File: config.mk
export PLATFORM = sky130hd
export DESIGN_NAME = fbw_sink
export DESIGN_NICKNAME = d
export VERILOG_FILES = /design/src/rtl/fbw_pkg.sv /design/src/rtl/fbw_line_buf.sv /design/src/rtl/fbw_sink.sv
export SDC_FILE = /design/constraint.sdc
export NUM_CORES = 2
export LEC_CHECK = 0
export ABC_AREA = 1
export ABC_CLOCK_PERIOD_IN_PS = 5300
export CORE_UTILIZATION = 45
export DETAILED_ROUTE_END_ITERATION = 10
export REMOVE_ABC_BUFFERS = 1
export SETUP_SLACK_MARGIN = 0.4
export SYNTH_ARGS = -nofsm -noshare
export SYNTH_HDL_FRONTEND = slang
export SYNTH_HIERARCHICAL = 1
export SYNTH_SLANG_ARGS = --single-unit
File: constraint.sdc
create_clock -name clk -period 5.3 [get_ports clk]
set_input_delay 1.06 -clock clk [delete_from_list [all_inputs] [get_ports clk]]
set_output_delay 1.06 -clock clk [all_outputs]
set_load 0.05 [all_outputs]
File: src/rtl/fbw_pkg.sv
// Shared defaults and copy-engine state encoding for the frame-buffer write sink.
package fbw_pkg;

    localparam int unsigned DEF_ROW_BITS = 6;
    localparam int unsigned DEF_COL_BITS = 6;
    localparam int unsigned DEF_DATA_W   = 24;

    typedef enum logic [1:0] {
        IDLE  = 2'd0,
        PRIME = 2'd1,
        COPY  = 2'd2
    } copy_state_t;

endpackage

File: src/rtl/fbw_line_buf.sv
// Ping-pong line buffer: two banks of one row each, one write port and one
// registered (1-cycle) read port, each with its own bank select.
module fbw_line_buf
    import fbw_pkg::*;
#(
    parameter int unsigned COL_BITS = DEF_COL_BITS,
    parameter int unsigned DATA_W   = DEF_DATA_W
) (
    input  logic                clk,
    input  logic                rst_n,
    input  logic                wr_en,
    input  logic                wr_bank,
    input  logic [COL_BITS-1:0] wr_addr,
    input  logic [DATA_W-1:0]   wr_data,
    input  logic                rd_en,
    input  logic                rd_bank,
    input  logic [COL_BITS-1:0] rd_addr,
    output logic [DATA_W-1:0]   rd_data
);

    logic [DATA_W-1:0] mem [2**(COL_BITS+1)];

    always_ff @(posedge clk) begin
        if (wr_en) begin
            mem[{wr_bank, wr_addr}] <= wr_data;
        end
    end

    // Read register holds its value when rd_en is low, so it can drive a stalled bus directly.
    always_ff @(posedge clk or negedge rst_n) begin
        if (!rst_n) begin
            rd_data <= '0;
        end else if (rd_en) begin
            rd_data <= mem[{rd_bank, rd_addr}];
        end
    end

endmodule

File: src/rtl/fbw_sink.sv
// Frame-buffer write responder: fills line buffers, copies stored rows into the
// back frame, and swaps front/back frames on display vsync.
module fbw_sink
    import fbw_pkg::*;
#(
    parameter int unsigned ROW_BITS = DEF_ROW_BITS,
    parameter int unsigned COL_BITS = DEF_COL_BITS,
    parameter int unsigned DATA_W   = DEF_DATA_W
) (
    input  logic                         clk,
    input  logic                         rst_n,
    input  logic [DATA_W-1:0]            fbw_data,
    input  logic [COL_BITS-1:0]          fbw_col_addr,
    input  logic                         fbw_wren,
    input  logic [ROW_BITS-1:0]          fbw_row_addr,
    input  logic                         fbw_row_store,
    input  logic                         fbw_row_swap,
    output logic                         fbw_row_rdy,
    input  logic                         frame_swap,
    output logic                         frame_rdy,
    input  logic                         disp_vsync,
    output logic                         disp_frame,
    output logic [ROW_BITS+COL_BITS:0]   fbm_addr,
    output logic [DATA_W-1:0]            fbm_data,
    output logic                         fbm_we,
    input  logic                         fbm_rdy
);

    localparam logic [COL_BITS-1:0] LAST_COL = '1;

    copy_state_t         state;
    logic                fill_sel;
    logic                src_sel;
    logic                swap_pending;
    logic [ROW_BITS-1:0] row_q;
    logic [COL_BITS-1:0] col_q;
    logic [COL_BITS-1:0] col_nxt;
    logic                rd_en;
    logic [COL_BITS-1:0] rd_addr;

    // Read col 0 while priming; in COPY prefetch col+1 only when the current word is accepted.
    always_comb begin
        col_nxt = col_q + 1'b1;
        rd_en   = 1'b0;
        rd_addr = col_nxt;
        unique case (state)
            PRIME: begin
                rd_en   = 1'b1;
                rd_addr = '0;
            end
            COPY:    rd_en = fbm_rdy && (col_q != LAST_COL);
            default: rd_en = 1'b0;
        endcase
    end

    fbw_line_buf #(
        .COL_BITS (COL_BITS),
        .DATA_W   (DATA_W)
    ) u_line_buf (
        .clk     (clk),
        .rst_n   (rst_n),
        .wr_en   (fbw_wren),
        .wr_bank (fill_sel),
        .wr_addr (fbw_col_addr),
        .wr_data (fbw_data),
        .rd_en   (rd_en),
        .rd_bank (src_sel),
        .rd_addr (rd_addr),
        .rd_data (fbm_data)
    );

    always_ff @(posedge clk or negedge rst_n) begin
        if (!rst_n) begin
            state        <= IDLE;
            fbw_row_rdy  <= 1'b1;
            fill_sel     <= 1'b0;
            src_sel      <= 1'b0;
            row_q        <= '0;
            col_q        <= '0;
            fbm_we       <= 1'b0;
            fbm_addr     <= '0;
            frame_rdy    <= 1'b1;
            swap_pending <= 1'b0;
            disp_frame   <= 1'b0;
        end else begin
            if (fbw_row_swap && fbw_row_rdy) begin
                fill_sel <= ~fill_sel;
            end

            if (frame_swap && !swap_pending) begin
                swap_pending <= 1'b1;
                frame_rdy    <= 1'b0;
            end else if (disp_vsync && swap_pending && state == IDLE) begin
                disp_frame   <= ~disp_frame;
                swap_pending <= 1'b0;
                frame_rdy    <= 1'b1;
            end

            unique case (state)
                IDLE: begin
                    if (fbw_row_store && fbw_row_rdy) begin
                        row_q       <= fbw_row_addr;
                        src_sel     <= fill_sel;
                        col_q       <= '0;
                        fbw_row_rdy <= 1'b0;
                        state       <= PRIME;
                    end
                end
                PRIME: begin
                    fbm_we   <= 1'b1;
                    fbm_addr <= {~disp_frame, row_q, col_q};
                    state    <= COPY;
                end
                COPY: begin
                    if (fbm_rdy) begin
                        if (col_q == LAST_COL) begin
                            fbm_we      <= 1'b0;
                            fbw_row_rdy <= 1'b1;
                            state       <= IDLE;
                        end else begin
                            col_q    <= col_nxt;
                            fbm_addr <= {~disp_frame, row_q, col_nxt};
                        end
                    end
                end
                default: state <= IDLE;
            endcase
        end
    end

endmodule

==> flow_metrics.py <==
metrics = {
    "detailed_routing": {
        "drtAntennaViolNets": 0,
        "via_count": 83200,
        "first_pass_iters": 6,
        "drcViolationCount": 0,
        "drt_iter0_markers": 10300,
        "wl_um": 371000,
        "wl_per_cell_um": 25.7,
        "viasPerCell": 5.77,
    },
    "sta": {
        "fin_skew_ns": 0.0552,
        "setup_viol_count_final": 0,
        "hold_violations": 0,
        "setup_tns_ns": 0,
        "rsz0062_at_grt": "false",
        "period_needed_ns": 4.52,
        "finalCritPeriodShare": 0.853,
        "finalMaxSlewViolations": 0,
        "worstMarginPinSlew_ns": 1.45,
        "maxSlewHeadroom": 0.0295,
        "setup_ws_ns": 0.779,
        "clock.fmax_mhz": 221,
    },
    "global_routing": {
        "grt_pass1_vias": 78800,
        "grt_pass1_wl_um": 540000,
        "grtUsageTotal": 0.261,
        "grt_start_max_net_pins": 158,
        "antenna_found_initial": 23,
        "overflow": 0,
    },
    "synthesis": {
        "synth_edf_count": 3072,
        "synth_seq_cells": 3130,
        "yosys.area.top_type": "edfxtp_1",
        "synthArstFlopShare": 0.0185,
        "synthCells": 10400,
        "ys_top_cells_by_area": "edfxtp_1, nand3_1, nand2_1",
        "syn_area_um2": 126000,
        "synthDistinctLibCells": 32,
        "netlist_top_cells_count": "nand2_1, edfxtp_1, nand3_1, buf_2, nor2_1",
        "synth_ff_type": "edfxtp_1",
        "yosys.area.top_type_share": 0.732,
        "synth-warning-count": 6,
        "synth_most_common_cell": "nand2_1",
        "syn-mean-instance-area_um2": 12.1,
        "ys_seq_area_frac": 0.743,
    },
    "die": {
        "die-area_um2": 282000,
        "die_h_um": 531,
        "ioPinCount": 85,
        "core_area_um2": 277000,
        "initial_core_util": 0.454,
        "die_x_um": 531,
        "rows": 193,
    },
    "final_layout": {
        "syn2layout_area_growth_pct": 12.8,
        "utilization": 0.513,
        "drive_above_1_share": 0.0949,
        "final_nets": 10500,
    },
    "run_status": {
        "run_status": "completed",
    },
    "cts": {
        "clock-sinks": 3130,
        "post-cts-setup-buffers": 0,
        "cts_tree": "yes",
        "cts_root_buf": "clkbuf_16",
        "cts_resized": 0,
        "cts.hold.buffers_added": 0,
        "cts_buffers": 324,
        "clkLatencyLatePin_ns": 0.89,
        "clkTransAtPathRegs_ns": 0.06,
        "ctsHtreeMaxLevel": 5,
        "clockBufferDepth": 4,
    },
    "placed_design": {
        "place_congestion": 0.865,
        "dp_slack_ns": 0.888,
        "port_buffers": 84,
        "place_hpwl_um": 206000,
    },
    "setup_path": {
        "cpPeakStageDelay_ns": 0.59,
        "crit_slowest_cell": "nor2_4",
        "r2r_setup_slack_ns": 0.78,
        "cp_common_cell": "nand3_1",
        "r2r_cells": 15,
        "cp_data_required_time_ns": 6.11,
        "crit-reg2reg-launch": "state[1]$_DFFE_PN0P_",
        "startpoint_type": "flip-flop",
        "cp.arrival_ns": 5.33,
        "r2r_end": "u_line_buf/rd_data[23]$_DFFE_PN0P_",
        "crit_path_end_kind": "flip-flop",
        "cp_max_fo": 149,
        "path_class": "reg -> reg",
        "cp_cell_sequence": "inv_1, ha_1, nor2_4, buf_12, buf_12, nand2_1, nand3_1, nand3_1, nand3_1, nand3_1, nand3_1, nand3_1, nand2_1, nand2_1, nand2_1",
    },
    "pwr": {
        "peakVddDrop_uv": 530,
        "power_density_nw_per_um2": 510,
        "leakagePower_nw": 49.6,
        "total_power_mw": 72.5,
    },
    "min_path": {
        "min_path_type": "in -> async",
    },
    "run": {
        "maxCapViolCount": 0,
    },
}
[flip-flops by register name, indices dropped and copies added (netlist names)]
name / cells
col_q: 6
u_line_buf/rd_data: 24
disp_frame: 1
fbm_we: 1
row_q: 6
swap_pending: 1
u_line_buf/mem: 3072
fill_sel: 1
src_sel: 1
frame_rdy: 1
fbw_row_rdy: 1
fbm_addr: 13
state: 2
[area by class of cell]
cell class	instances	area, um^2
Tap cell	3705	4640
Timing Repair Buffer	437	4210
Sequential cell	3130	93700
Multi-Input combinational cell	6502	28800
Clock inverter	196	2010
Antenna cell	13	32.5
Clock buffer	392	8630
Inverter	51	233
Fill cell	23400	135000
[per-stage QoR]
step           instances  hold WS, ns  cell area [um^2]
6_report           14400        0.441            142000
3_3_place_gp       13800        0.453            132000
4_1_cts            14400        0.432            142000
5_1_grt            14400        0.485            142000
2_1_floorplan       9683        0.442            122000
3_5_place_dp       13800        0.459            132000
[report_power, final]
group / switching (mW) / internal (mW)
clock network: 9.52 / 13.4
registers: 0.316 / 27.5
logic: 15.7 / 6.05
[layout by cell type, fill, tap and decap left out, drive strengths merged]
cell type,synthesis,routed
clkbuf,136,392
diode,0,13
nand2,3274,3274
bufinv,0,37
a21boi,1,1
nand3,3051,3051
dfstp,2,2
clkinv,2,132
xor2,4,4
edfxtp,3072,3072
nor3,11,11
clkdlybuf4s50,0,59
ha,6,6
clkinvlp,0,14
dfrtp,56,56
buf,558,378
o22ai,1,1
o21ai,12,12
o21bai,1,1
or2,1,1
nor2,140,140
inv,49,64
[worst max path at each step]
stage / startpoint / to / slack (ns) / cells past startpoint
floorplan: state[0]$_DFFE_PN0P_ / u_line_buf/rd_data[10]$_DFFE_PN0P_ / -149.85 / 13
global placement: state[1]$_DFFE_PN0P_ / u_line_buf/rd_data[23]$_DFFE_PN0P_ / 0.91 / 16
detailed placement: state[1]$_DFFE_PN0P_ / u_line_buf/rd_data[23]$_DFFE_PN0P_ / 0.89 / 16
CTS: state[1]$_DFFE_PN0P_ / u_line_buf/rd_data[23]$_DFFE_PN0P_ / 0.85 / 16
global route: state[1]$_DFFE_PN0P_ / u_line_buf/rd_data[23]$_DFFE_PN0P_ / 0.67 / 16
finish: state[1]$_DFFE_PN0P_ / u_line_buf/rd_data[23]$_DFFE_PN0P_ / 0.78 / 15
[metal layers]
layer	share of wire	global-route usage	vias up
li1	-	-	37200
met1	0.40	0.360	41400
met2	0.47	0.412	4014
met3	0.092	0.0461	621
met4	0.037	0.0993	2
met5	0.000030	0	-
[logic make-up after synthesis]
group,Yosys count,synth area share
and+or+nand+nor,6477,0.224
DFF,3130,0.743
buffers and inverters,745,0.0313
AOI/OAI and AO/OA,15,0.000675
adders and majority gates,6,0.000596
xor gates and xnor gates,4,0.000278
[critical path: cells and delay by family, from the launching register on]
family / cells / cell delay, ns
buf+inv: 3 / 0.92
fa+ha+maj: 1 / 0.39
simple gates: 11 / 2.43
flops: 1 / 0.37
No activity file was read; power rests on OpenSTA's default activity.
